--- config.mk ---
export PLATFORM = sky130hd
export DESIGN_NAME = mem_access_unit
export DESIGN_NICKNAME = d
export VERILOG_FILES = /design/src/rtl/mem_access_unit_pkg.sv /design/src/rtl/mem_access_unit_lane_merge.sv /design/src/rtl/mem_access_unit.sv
export SDC_FILE = /design/constraint.sdc
export NUM_CORES = 1
export LEC_CHECK = 0
export BUFFER_PORTS_ARGS = -buffer_cell sky130_fd_sc_hd__buf_2
export CAP_MARGIN = 10
export CORE_ASPECT_RATIO = 0.8
export CORE_MARGIN = 5
export CORE_UTILIZATION = 58
export CTS_BUF_LIST = sky130_fd_sc_hd__clkbuf_2
export DETAILED_ROUTE_END_ITERATION = 8
export GPL_TIMING_DRIVEN = 0
export PLACE_DENSITY = 0.83
export SLEW_MARGIN = 20
export SYNTH_ARGS = -nofsm -noshare
export SYNTH_HDL_FRONTEND = slang
export SYNTH_SLANG_ARGS = --single-unit
export TNS_END_PERCENT = 30
--- constraint.sdc ---
create_clock -name clk -period 14.23 [get_ports clk]
set_input_delay 4.269 -clock clk [delete_from_list [all_inputs] [get_ports clk]]
set_output_delay 4.269 -clock clk [all_outputs]
set_load 0.005 [all_outputs]
--- src/rtl/mem_access_unit_pkg.sv ---
// Shared types and helpers for the memory-stage load/store unit.
package mem_access_unit_pkg;

   localparam int ADDR_W = 12;
   localparam int WORD_W = 32;

   typedef logic [ADDR_W-1:0] ram_address_t;
   typedef logic [WORD_W-1:0] word_t;

   typedef enum logic [1:0] {
      SIZE_BYTE = 2'd0,
      SIZE_HALF = 2'd1,
      SIZE_WORD = 2'd2
   } access_size_e;

   typedef enum logic {
      IDLE   = 1'b0,
      SECOND = 1'b1
   } mem_access_state_e;

   // Bit position of the least significant bit of a byte lane.
   function automatic int lane_bit(input logic [1:0] lane);
      return 8 * int'(lane);
   endfunction

   // Access width in bytes; the illegal encoding is treated as a word.
   function automatic logic [2:0] size_bytes(input logic [1:0] size);
      logic [2:0] n;
      case (size)
         SIZE_BYTE: n = 3'd1;
         SIZE_HALF: n = 3'd2;
         default:   n = 3'd4;
      endcase
      return n;
   endfunction

   function automatic word_t extend_load(input word_t raw, input logic [1:0] size,
                                         input logic is_unsigned);
      word_t result;
      case (size)
         SIZE_BYTE: result = {{24{~is_unsigned & raw[7]}}, raw[7:0]};
         SIZE_HALF: result = {{16{~is_unsigned & raw[15]}}, raw[15:0]};
         default:   result = raw;
      endcase
      return result;
   endfunction

endpackage

--- src/rtl/mem_access_unit_lane_merge.sv ---
// Byte-lane merge for one RAM cycle: places store bytes into a word and
// pulls the same lanes out as load bytes, both aligned to a data byte offset.
module lane_merge
   import mem_access_unit_pkg::*;
(
   input  word_t      word,
   input  word_t      data,
   input  logic [1:0] first_lane,
   input  logic [2:0] byte_count,
   input  logic [1:0] data_offset,
   output word_t      merged,
   output word_t      extracted
);

   logic [2:0] lane;
   logic [2:0] src;

   // NOTE: every variable gets a default before any conditional write,
   // otherwise always_comb infers a latch for the untouched paths.
   always_comb begin
      merged    = word;
      extracted = '0;
      lane      = '0;
      src       = '0;
      for (int i = 0; i < 4; i++) begin
         lane = 3'(i);
         if (lane >= {1'b0, first_lane} && lane < {1'b0, first_lane} + byte_count) begin
            // Byte i of the RAM word pairs with byte src of the CPU-side data.
            src = lane - {1'b0, first_lane} + {1'b0, data_offset};
            merged[lane_bit(lane[1:0]) +: 8]   = data[lane_bit(src[1:0]) +: 8];
            extracted[lane_bit(src[1:0]) +: 8] = word[lane_bit(lane[1:0]) +: 8];
         end
      end
   end

endmodule

--- src/rtl/mem_access_unit.sv ---
// Load/store unit: byte/half/word accesses to a word RAM with read-modify-write
// stores, load extension, and two-cycle handling of word-crossing accesses.
module mem_access_unit
   import mem_access_unit_pkg::*;
#(
   parameter bit ALLOW_MISALIGNED = 1'b1
) (
   input  logic         clk,
   input  logic         reset,
   input  logic         req_valid,
   output logic         req_ready,
   input  logic         req_write,
   input  logic [1:0]   req_size,
   input  logic         req_unsigned,
   input  ram_address_t req_address,
   input  word_t        req_wdata,
   output logic         resp_valid,
   output word_t        resp_rdata,
   output logic         resp_fault,
   output logic         ram_write_enable,
   output ram_address_t ram_address,
   output word_t        ram_in,
   input  word_t        ram_out
);

   mem_access_state_e state_q, state_d;
   logic         resp_valid_q, resp_valid_d;
   logic         resp_fault_q, resp_fault_d;
   word_t        resp_rdata_q, resp_rdata_d;
   ram_address_t addr2_q, addr2_d;
   word_t        wdata_q, wdata_d;
   logic [1:0]   size_q, size_d;
   logic         uns_q, uns_d;
   logic         write_q, write_d;
   word_t        partial_q, partial_d;
   logic [2:0]   cnt2_q, cnt2_d;
   logic [1:0]   doff_q, doff_d;

   logic [1:0]   off;
   logic [2:0]   n_bytes;
   logic [2:0]   first_cnt;
   logic         crossing;
   logic         fault;
   logic         split;
   ram_address_t word_addr;
   logic         we;

   word_t        lm_data;
   logic [1:0]   lm_first_lane;
   logic [2:0]   lm_count;
   logic [1:0]   lm_data_off;
   word_t        merged;
   word_t        extracted;

   always_comb begin
      off       = req_address[1:0];
      n_bytes   = size_bytes(req_size);
      crossing  = ({1'b0, off} + n_bytes) > 3'd4;
      fault     = (req_size == 2'd3) || (crossing && !ALLOW_MISALIGNED);
      split     = crossing && !fault;
      first_cnt = split ? 3'd4 - {1'b0, off} : n_bytes;
      word_addr = {req_address[ADDR_W-1:2], 2'b00};
   end

   // The second RAM cycle always starts at lane 0 of the following word.
   always_comb begin
      if (state_q == SECOND) begin
         lm_data       = wdata_q;
         lm_first_lane = 2'd0;
         lm_count      = cnt2_q;
         lm_data_off   = doff_q;
      end else begin
         lm_data       = req_wdata;
         lm_first_lane = off;
         lm_count      = first_cnt;
         lm_data_off   = 2'd0;
      end
   end

   lane_merge u_lane_merge (
      .word        (ram_out),
      .data        (lm_data),
      .first_lane  (lm_first_lane),
      .byte_count  (lm_count),
      .data_offset (lm_data_off),
      .merged      (merged),
      .extracted   (extracted)
   );

   always_comb begin
      state_d      = state_q;
      resp_valid_d = 1'b0;
      resp_fault_d = 1'b0;
      resp_rdata_d = '0;
      addr2_d      = addr2_q;
      wdata_d      = wdata_q;
      size_d       = size_q;
      uns_d        = uns_q;
      write_d      = write_q;
      partial_d    = partial_q;
      cnt2_d       = cnt2_q;
      doff_d       = doff_q;
      we           = 1'b0;
      ram_address  = word_addr;
      case (state_q)
         IDLE: begin
            if (req_valid) begin
               if (fault) begin
                  resp_valid_d = 1'b1;
                  resp_fault_d = 1'b1;
               end else begin
                  we = req_write;
                  if (split) begin
                     state_d   = SECOND;
                     addr2_d   = word_addr + ram_address_t'(4);
                     wdata_d   = req_wdata;
                     size_d    = req_size;
                     uns_d     = req_unsigned;
                     write_d   = req_write;
                     partial_d = extracted;
                     cnt2_d    = n_bytes - first_cnt;
                     doff_d    = first_cnt[1:0];
                  end else begin
                     resp_valid_d = 1'b1;
                     resp_rdata_d = req_write ? '0
                                              : extend_load(extracted, req_size, req_unsigned);
                  end
               end
            end
         end
         SECOND: begin
            ram_address  = addr2_q;
            we           = write_q;
            state_d      = IDLE;
            resp_valid_d = 1'b1;
            resp_rdata_d = write_q ? '0 : extend_load(partial_q | extracted, size_q, uns_q);
         end
         default: state_d = IDLE;
      endcase
   end

   // NOTE: sequential state uses non-blocking assignments so every flop
   // samples the pre-edge values regardless of statement order.
   always_ff @(posedge clk or posedge reset) begin
      if (reset) begin
         state_q      <= IDLE;
         resp_valid_q <= 1'b0;
         resp_fault_q <= 1'b0;
         resp_rdata_q <= '0;
         addr2_q      <= '0;
         wdata_q      <= '0;
         size_q       <= '0;
         uns_q        <= 1'b0;
         write_q      <= 1'b0;
         partial_q    <= '0;
         cnt2_q       <= '0;
         doff_q       <= '0;
      end else begin
         state_q      <= state_d;
         resp_valid_q <= resp_valid_d;
         resp_fault_q <= resp_fault_d;
         resp_rdata_q <= resp_rdata_d;
         addr2_q      <= addr2_d;
         wdata_q      <= wdata_d;
         size_q       <= size_d;
         uns_q        <= uns_d;
         write_q      <= write_d;
         partial_q    <= partial_d;
         cnt2_q       <= cnt2_d;
         doff_q       <= doff_d;
      end
   end

   assign req_ready        = (state_q == IDLE);
   assign resp_valid       = resp_valid_q;
   assign resp_fault       = resp_fault_q;
   assign resp_rdata       = resp_rdata_q;
   assign ram_write_enable = we;
   assign ram_in           = we ? merged : '0;

endmodule
# Yosys cells after proc, flatten, opt, wreduce, memory -nomap -nowiden
# Index checks and enable logic that the tools add are counted.
[word_totals] inputBits=83 out_inout_bits=80 word_cells=111 ff_bits=120
[op_classes] bitwise=10 addsub=17 n_eq_ne=3 shifts=12 order_cmp=8 mux=41 n_reduce_logical=8
[ops] op="two-way mux 32 bit" n=11
[ops] op="one-hot mux 32 bit (2 select lines)" n=3
[ops] op="negator 5 -> 33 bit" n=4
[ops] op="variable shift 8 x 33 -> 32 bit (first input constant)" n=4
[ops] op="indexed part select 8 x 33 -> 32 bit" n=4
[ops] op="indexed part select 32 x 6 -> 8 bit" n=4
[ops] op="bitwise mux 32 bit" n=3
[ops] op="bitwise AND 32 bit" n=1
[ops] op="two-way mux 8 bit" n=4
[ops] op="bitwise OR 32 bit" n=1
[ops] op="adder 12 x 3 -> 12 bit (second input constant)" n=1
[ops] op="two-way mux 12 bit" n=1
[ops] op="two-way mux 1 bit" n=11
[ops] op="adder 2 bit" n=4
[ops] op="adder 2 x 3 -> 3 bit" n=2
[ops] op="< comparator 1 x 3 -> 1 bit (first input constant)" n=2
[ops] op="< comparator 2 x 3 -> 1 bit (first input constant)" n=2
[ops] op="two-way mux 3 bit" n=2
[ops] op="one-hot mux 1 bit (2 select lines)" n=3
[ops] op="one-hot mux 3 bit (2 select lines)" n=1
[ops] op="bitwise AND 1 bit" n=4
[ops] op="equality test 2 x 1 -> 1 bit (second input constant)" n=2
[ops] op="greater-or-equal comparator 1 x 2 -> 1 bit (first input constant)" n=2
[ops] op="logical AND 1 bit" n=4
[ops] op="12 further kinds" n=19

# Logic depth before layout (Yosys ltp)
[depth] depth_word=24 ltp_mapped=26 ltp_nobuf=22

# Hierarchy
# A second synthesis with hierarchy kept.
[unflattened] cells_unflattened=899 hier_area_um2=9429.0
[by_module_without_submodules] module="mem_access_unit" seq_area_each_um2=2952.8 area_per_inst_um2=5824.3 cells_per_inst=485 instances=1
[by_module_without_submodules] module="lane_merge" seq_area_each_um2=0.0 area_per_inst_um2=3604.7 cells_per_inst=414 instances=1

# Worst setup path before layout
# No wires, ideal clock.
[synth_timing] path_kind="input to output" from="input port req_size[0]" to="output port ram_in[14]" stages=21 path_buffers=4 t_arrival_ps=8447 required_time_ps=9961 setup_slack_ps=1514 cell_sequence="clkbuf_1 -> nor2_1 -> ha_1 -> inv_1 -> fa_1 -> nand2_1 -> nor2_1 -> o21ai_0 -> o21ai_0 -> mux2_2 -> ha_1 -> fa_1 -> buf_4 -> xor2_1 -> nor2_1 -> a21oi_1 -> and2_1 -> clkbuf_1 -> buf_1 -> nor2_1 -> a211oi_1"
[synth_via] elab_chain_cells=12 word_cells_on_any_way=18 cone_classes="add/sub (2); order compare (2); eq/ne (2); mux (8); reduce/logical (4)"
[synth_rtl] item="start: declaration" line="mem_access_unit.sv:13" rtl="input logic [1:0] req_size,"
[synth_rtl] item="equality test 2 x 1 -> 1 bit / zero test 2 bit (equally long branches)" line="mem_access_unit_pkg.sv:29" rtl="case (size)"
[synth_rtl] item="one-hot mux 3 bit (2 select lines)" line="mem_access_unit_pkg.sv:29"
[synth_rtl] item="adder 2 x 3 -> 3 bit" line="mem_access_unit.sv:58" rtl="crossing = ({1'b0, off} + n_bytes) > 3'd4;"
[synth_rtl] item="> comparator 3 bit" line="mem_access_unit.sv:58"
[synth_rtl] item="logical AND 1 bit" line="mem_access_unit.sv:60" rtl="split = crossing && !fault;"
[synth_rtl] item="two-way mux 3 bit *" line="mem_access_unit.sv:61" rtl="first_cnt = split ? 3'd4 - {1'b0, off} : n_bytes;"
[synth_rtl] item="via first_cnt[0]" line="mem_access_unit.sv:41" rtl="logic [2:0] first_cnt;"
[synth_rtl] item="two-way mux 3 bit *" line="mem_access_unit.sv:67" rtl="if (state_q == SECOND) begin"
[synth_rtl] item="adder 2 x 3 -> 3 bit *" line="mem_access_unit_lane_merge.sv:27" rtl="if (lane >= {1'b0, first_lane} && lane < {1'b0, first_lane} + byte_count) begin"
[synth_rtl] item="< comparator 1 x 3 -> 1 bit *" line="mem_access_unit_lane_merge.sv:27"
[synth_rtl] item="logical AND 1 bit *" line="mem_access_unit_lane_merge.sv:27"
[synth_rtl] item="two-way mux 8 bit *" line="mem_access_unit_lane_merge.sv:27"
[synth_rtl] item="two-way mux 32 bit *" line="mem_access_unit.sv:179" rtl="assign ram_in = we ? merged : '0;"
[synth_rtl] item="end: declaration" line="mem_access_unit.sv:22" rtl="output word_t ram_in,"
# Mark *: on every way through the listed nets, which the timed path passes. The rest lies on a longest branch.

# Final worst setup path
[layout_timing] from="input port req_size[0]" to="output port ram_in[23]"
[layout_via] elab_chain_cells=12 word_cells_on_any_way=18 cone_classes="add/sub (2); order compare (2); eq/ne (2); mux (8); reduce/logical (4)"
[layout_rtl] item="equality test 2 x 1 -> 1 bit / zero test 2 bit (equally long branches)" line="mem_access_unit_pkg.sv:29"
[layout_rtl] item="one-hot mux 3 bit (2 select lines)" line="mem_access_unit_pkg.sv:29"
[layout_rtl] item="adder 2 x 3 -> 3 bit" line="mem_access_unit.sv:58"
[layout_rtl] item="> comparator 3 bit" line="mem_access_unit.sv:58"
[layout_rtl] item="logical AND 1 bit" line="mem_access_unit.sv:60"
[layout_rtl] item="two-way mux 3 bit *" line="mem_access_unit.sv:61"
[layout_rtl] item="via first_cnt[0]" line="mem_access_unit.sv:41"
[layout_rtl] item="two-way mux 3 bit *" line="mem_access_unit.sv:67"
[layout_rtl] item="adder 2 x 3 -> 3 bit *" line="mem_access_unit_lane_merge.sv:27"
[layout_rtl] item="< comparator 2 x 3 -> 1 bit *" line="mem_access_unit_lane_merge.sv:27"
[layout_rtl] item="logical AND 1 bit *" line="mem_access_unit_lane_merge.sv:27"
[layout_rtl] item="two-way mux 8 bit *" line="mem_access_unit_lane_merge.sv:27"
[layout_rtl] item="two-way mux 32 bit *" line="mem_access_unit.sv:179"
# Marks and branches as above.

==> flow_summary.json <==
{
  "avgViaCountPerCell": 6.45,
  "die-area_mm2": 0.0175,
  "routed_wl_um": 29400,
  "cts_buffers": 17,
  "grt_pass1_wl_um": 45900,
  "setup_slack_ps": 317,
  "detailed_place_hpwl_um": 21900,
  "ios": 163,
  "tightestPinTransition_ps": 1050,
  "areaGrowthSynthToFinish_pct": 15.4,
  "report.final.slew_viol_count": 0,
  "vias": 8688,
  "synth_seq_cells": 118,
  "crit_path_end_kind": "output pin",
  "gp_congestion": 1.03,
  "cp_cell_sequence": "buf_2 > clkbuf_1 > nor2_1 > ha_1 > inv_1 > fa_1 > nand2_1 > nor2_1 > o21ai_0 > o21ai_0 > mux2_2 > ha_1 > fa_1 > buf_4 > xor2_2 > o21a_1 > clkbuf_1 > clkbuf_1 > nor2_1 > a211oi_1 > buf_2",
  "finalInstanceArea_mm2": 0.00998,
  "ant_nets": 0,
  "critPathTopFamily": "buffers and inverters",
  "ys_async_sr_fraction": 1.00,
  "die_y_um": 119,
  "die_w_um": 147,
  "wl_per_cell_um": 21.8,
  "antenna_found_initial": 1,
  "grt_max_degree": 82,
  "hold_viol": 0,
  "synth_area_mm2": 0.00865,
  "yosysMostFrequentCell": "nand2_1",
  "start_util": 0.584,
  "ctsRootBufferMaster": "clkbuf_2",
  "rsz0062_at_grt": "false",
  "setup_tns_ps": 0,
  "crit_path_start_kind": "input pin",
  "ys_warn_count": 0,
  "cts_resized": 0,
  "regArea_mm2": 0.00295,
  "synth_edf_count": 0,
  "synth_top_cell_by_area": "dfrtp_1",
  "drt_first_pass_iters": 6,
  "ys_top_cells_by_count": "nand2_1, dfrtp_1, a21oi_1, o21ai_0, nor2_1",
  "relSlewSlack": 0.296,
  "synth_top_area_frac": 0.341,
  "coreArea_mm2": 0.0148,
  "drive_gt1_frac": 0.252,
  "max_freq_mhz": 71.9,
  "period_share": 0.978,
  "synth_cell_types": 75,
  "post-place-ws_ps": 156,
  "clockBufferDepth": 2,
  "port_buffers": 159,
  "setup_viol": 0,
  "syn_area_per_cell_um2": 8.98,
  "path_class": "input pin to output pin",
  "cap_violations": 0,
  "crit_fanout": 10,
  "placed_cell_area_mm2": 0.00972,
  "cts_tree": "yes",
  "cts_hold_buffers": 0,
  "ir_drop_v": 0.0000750,
  "cts.clk_slew.worst_paths_ps": 170,
  "min-delay-path-class": "flop to flop",
  "overflow": 0,
  "drc_errors": 0,
  "final_nets": 1255,
  "cp.required_ps": 9960,
  "fillers": 1236,
  "multi_input_area_mm2": 0.00532,
  "slowest_delay_ps": 450,
  "critPathSlowestCell": "fa_1",
  "drt_iter0_drc": 1034,
  "synth.area.top_cells": "dfrtp_1, nand2_1, mux4_2",
  "first_global_vias": 8298,
  "status": "complete, no violations",
  "ys_seq_area_frac": 0.341,
  "synth_ff_type": "dfrtp_1",
  "finalCriticalPeriod_ps": 13910,
  "leakagePower_uw": 0.00483,
  "num_rows": 40,
  "cts_setup_buffers": 0,
  "clk_latency_ps": 780,
  "syn_inst": 964,
  "rrSetupSlack_ps": 8430,
  "cp_num_buf_inv": 7,
  "crit_arrival_ps": 9640,
  "power.total_uw": 1110,
  "finClkSkew_ps": 58.2,
  "cts.sinks": 118,
  "grt_usage": 0.337,
  "htreeDepth": 4,
  "power_density_mw_per_mm2": 111
}
[sequential cells by signal, indices dropped and copies added (netlist names)]
register / cells
partial_q: 32
resp_rdata: 32
wdata_q: 32
addr2_q: 10
cnt2_q: 3
doff_q: 2
size_q: 2
resp_fault: 1
resp_valid: 1
state_q: 1
uns_q: 1
write_q: 1
[cells by family (layout without fill, tap and decap cells)]
group	count (synthesis)	count (layout)	synth area share
other	1	3	0.000433
buffers and inverters	89	281	0.0458
adder cells (fa/ha/maj)	28	28	0.0422
multiplexers	85	85	0.148
XOR/XNOR	13	13	0.0140
AND/OR/NAND/NOR	377	377	0.202
flip-flops	118	118	0.341
AO/OA/AOI/OAI	253	253	0.206
[worst min-delay path: cells and delay by family, from the launching register on]
kind | cells | cell delay (ps)
and+or+nand+nor | 1 | 40
DFF | 1 | 370
AOI/OAI and AO/OA | 1 | 60
[final cells by class]
cell class	count	area share
sequential	118	0.296
tap	189	0.0237
clock buffer	17	0.00852
timing repair buffer	160	0.0825
antenna	1	0.000251
multi-input combinational	758	0.533
clock inverter	15	0.0160
inverter	19	0.00765
buffer	70	0.0328
[report_power, final]
part           internal (uW)  total [uW]  switching [uW]
clock network           95.8         240             145
logic                    172         421             249
registers                403         448            45.2
total                    671        1110             439
[placed cells by master, fill, tap and decap left out, types with 16 or more instances in the layout]
master and n:
clkbuf_2 20, nand2_1 224, mux4_2 32, mux2_2 19
mux2i_1 33, buf_2 166, inv_1 16, a21oi_1 57
ha_1 26, o21ai_0 52, nand3_1 18, a211oi_1 41
nor3_1 17, dfrtp_1 118, nor2_1 51, clkbuf_1 39
[per-stage QoR]
| step | std cells | hold slack [ps] | utilization |
|---|---|---|---|
| 2_1_floorplan | 965 | 440 | - |
| 3_3_place_gp | 1313 | 453 | 0.654 |
| 3_5_place_dp | 1314 | 463 | 0.656 |
| 4_1_cts | 1346 | 501 | 0.673 |
| 5_1_grt | 1347 | 520 | 0.674 |
| 6_report | 1347 | 496 | 0.674 |
[worst paths after layout]
path	depth (start not counted)	start	end
max in group asynchronous	3	reset	resp_rdata[14]
max reg2reg	17	state_q	resp_rdata[21]
min reg2reg	2	partial_q[28]	partial_q[28]
min	2	partial_q[28]	partial_q[28]
max	21	req_size[0]	ram_in[23]
min in group asynchronous	2	reset	wdata_q[11]
[per-layer routing]
metal | wire length [um] | up-vias | part of all wire | track usage
met5 | 0 | - | 0 | 0
met4 | 1060 | 0 | 0.036 | 0.140
met3 | 3390 | 105 | 0.12 | 0.0837
met2 | 12700 | 536 | 0.43 | 0.486
met1 | 12200 | 4175 | 0.41 | 0.485
li1 | - | 3872 | - | -
(Power assumes the default switching activity.)
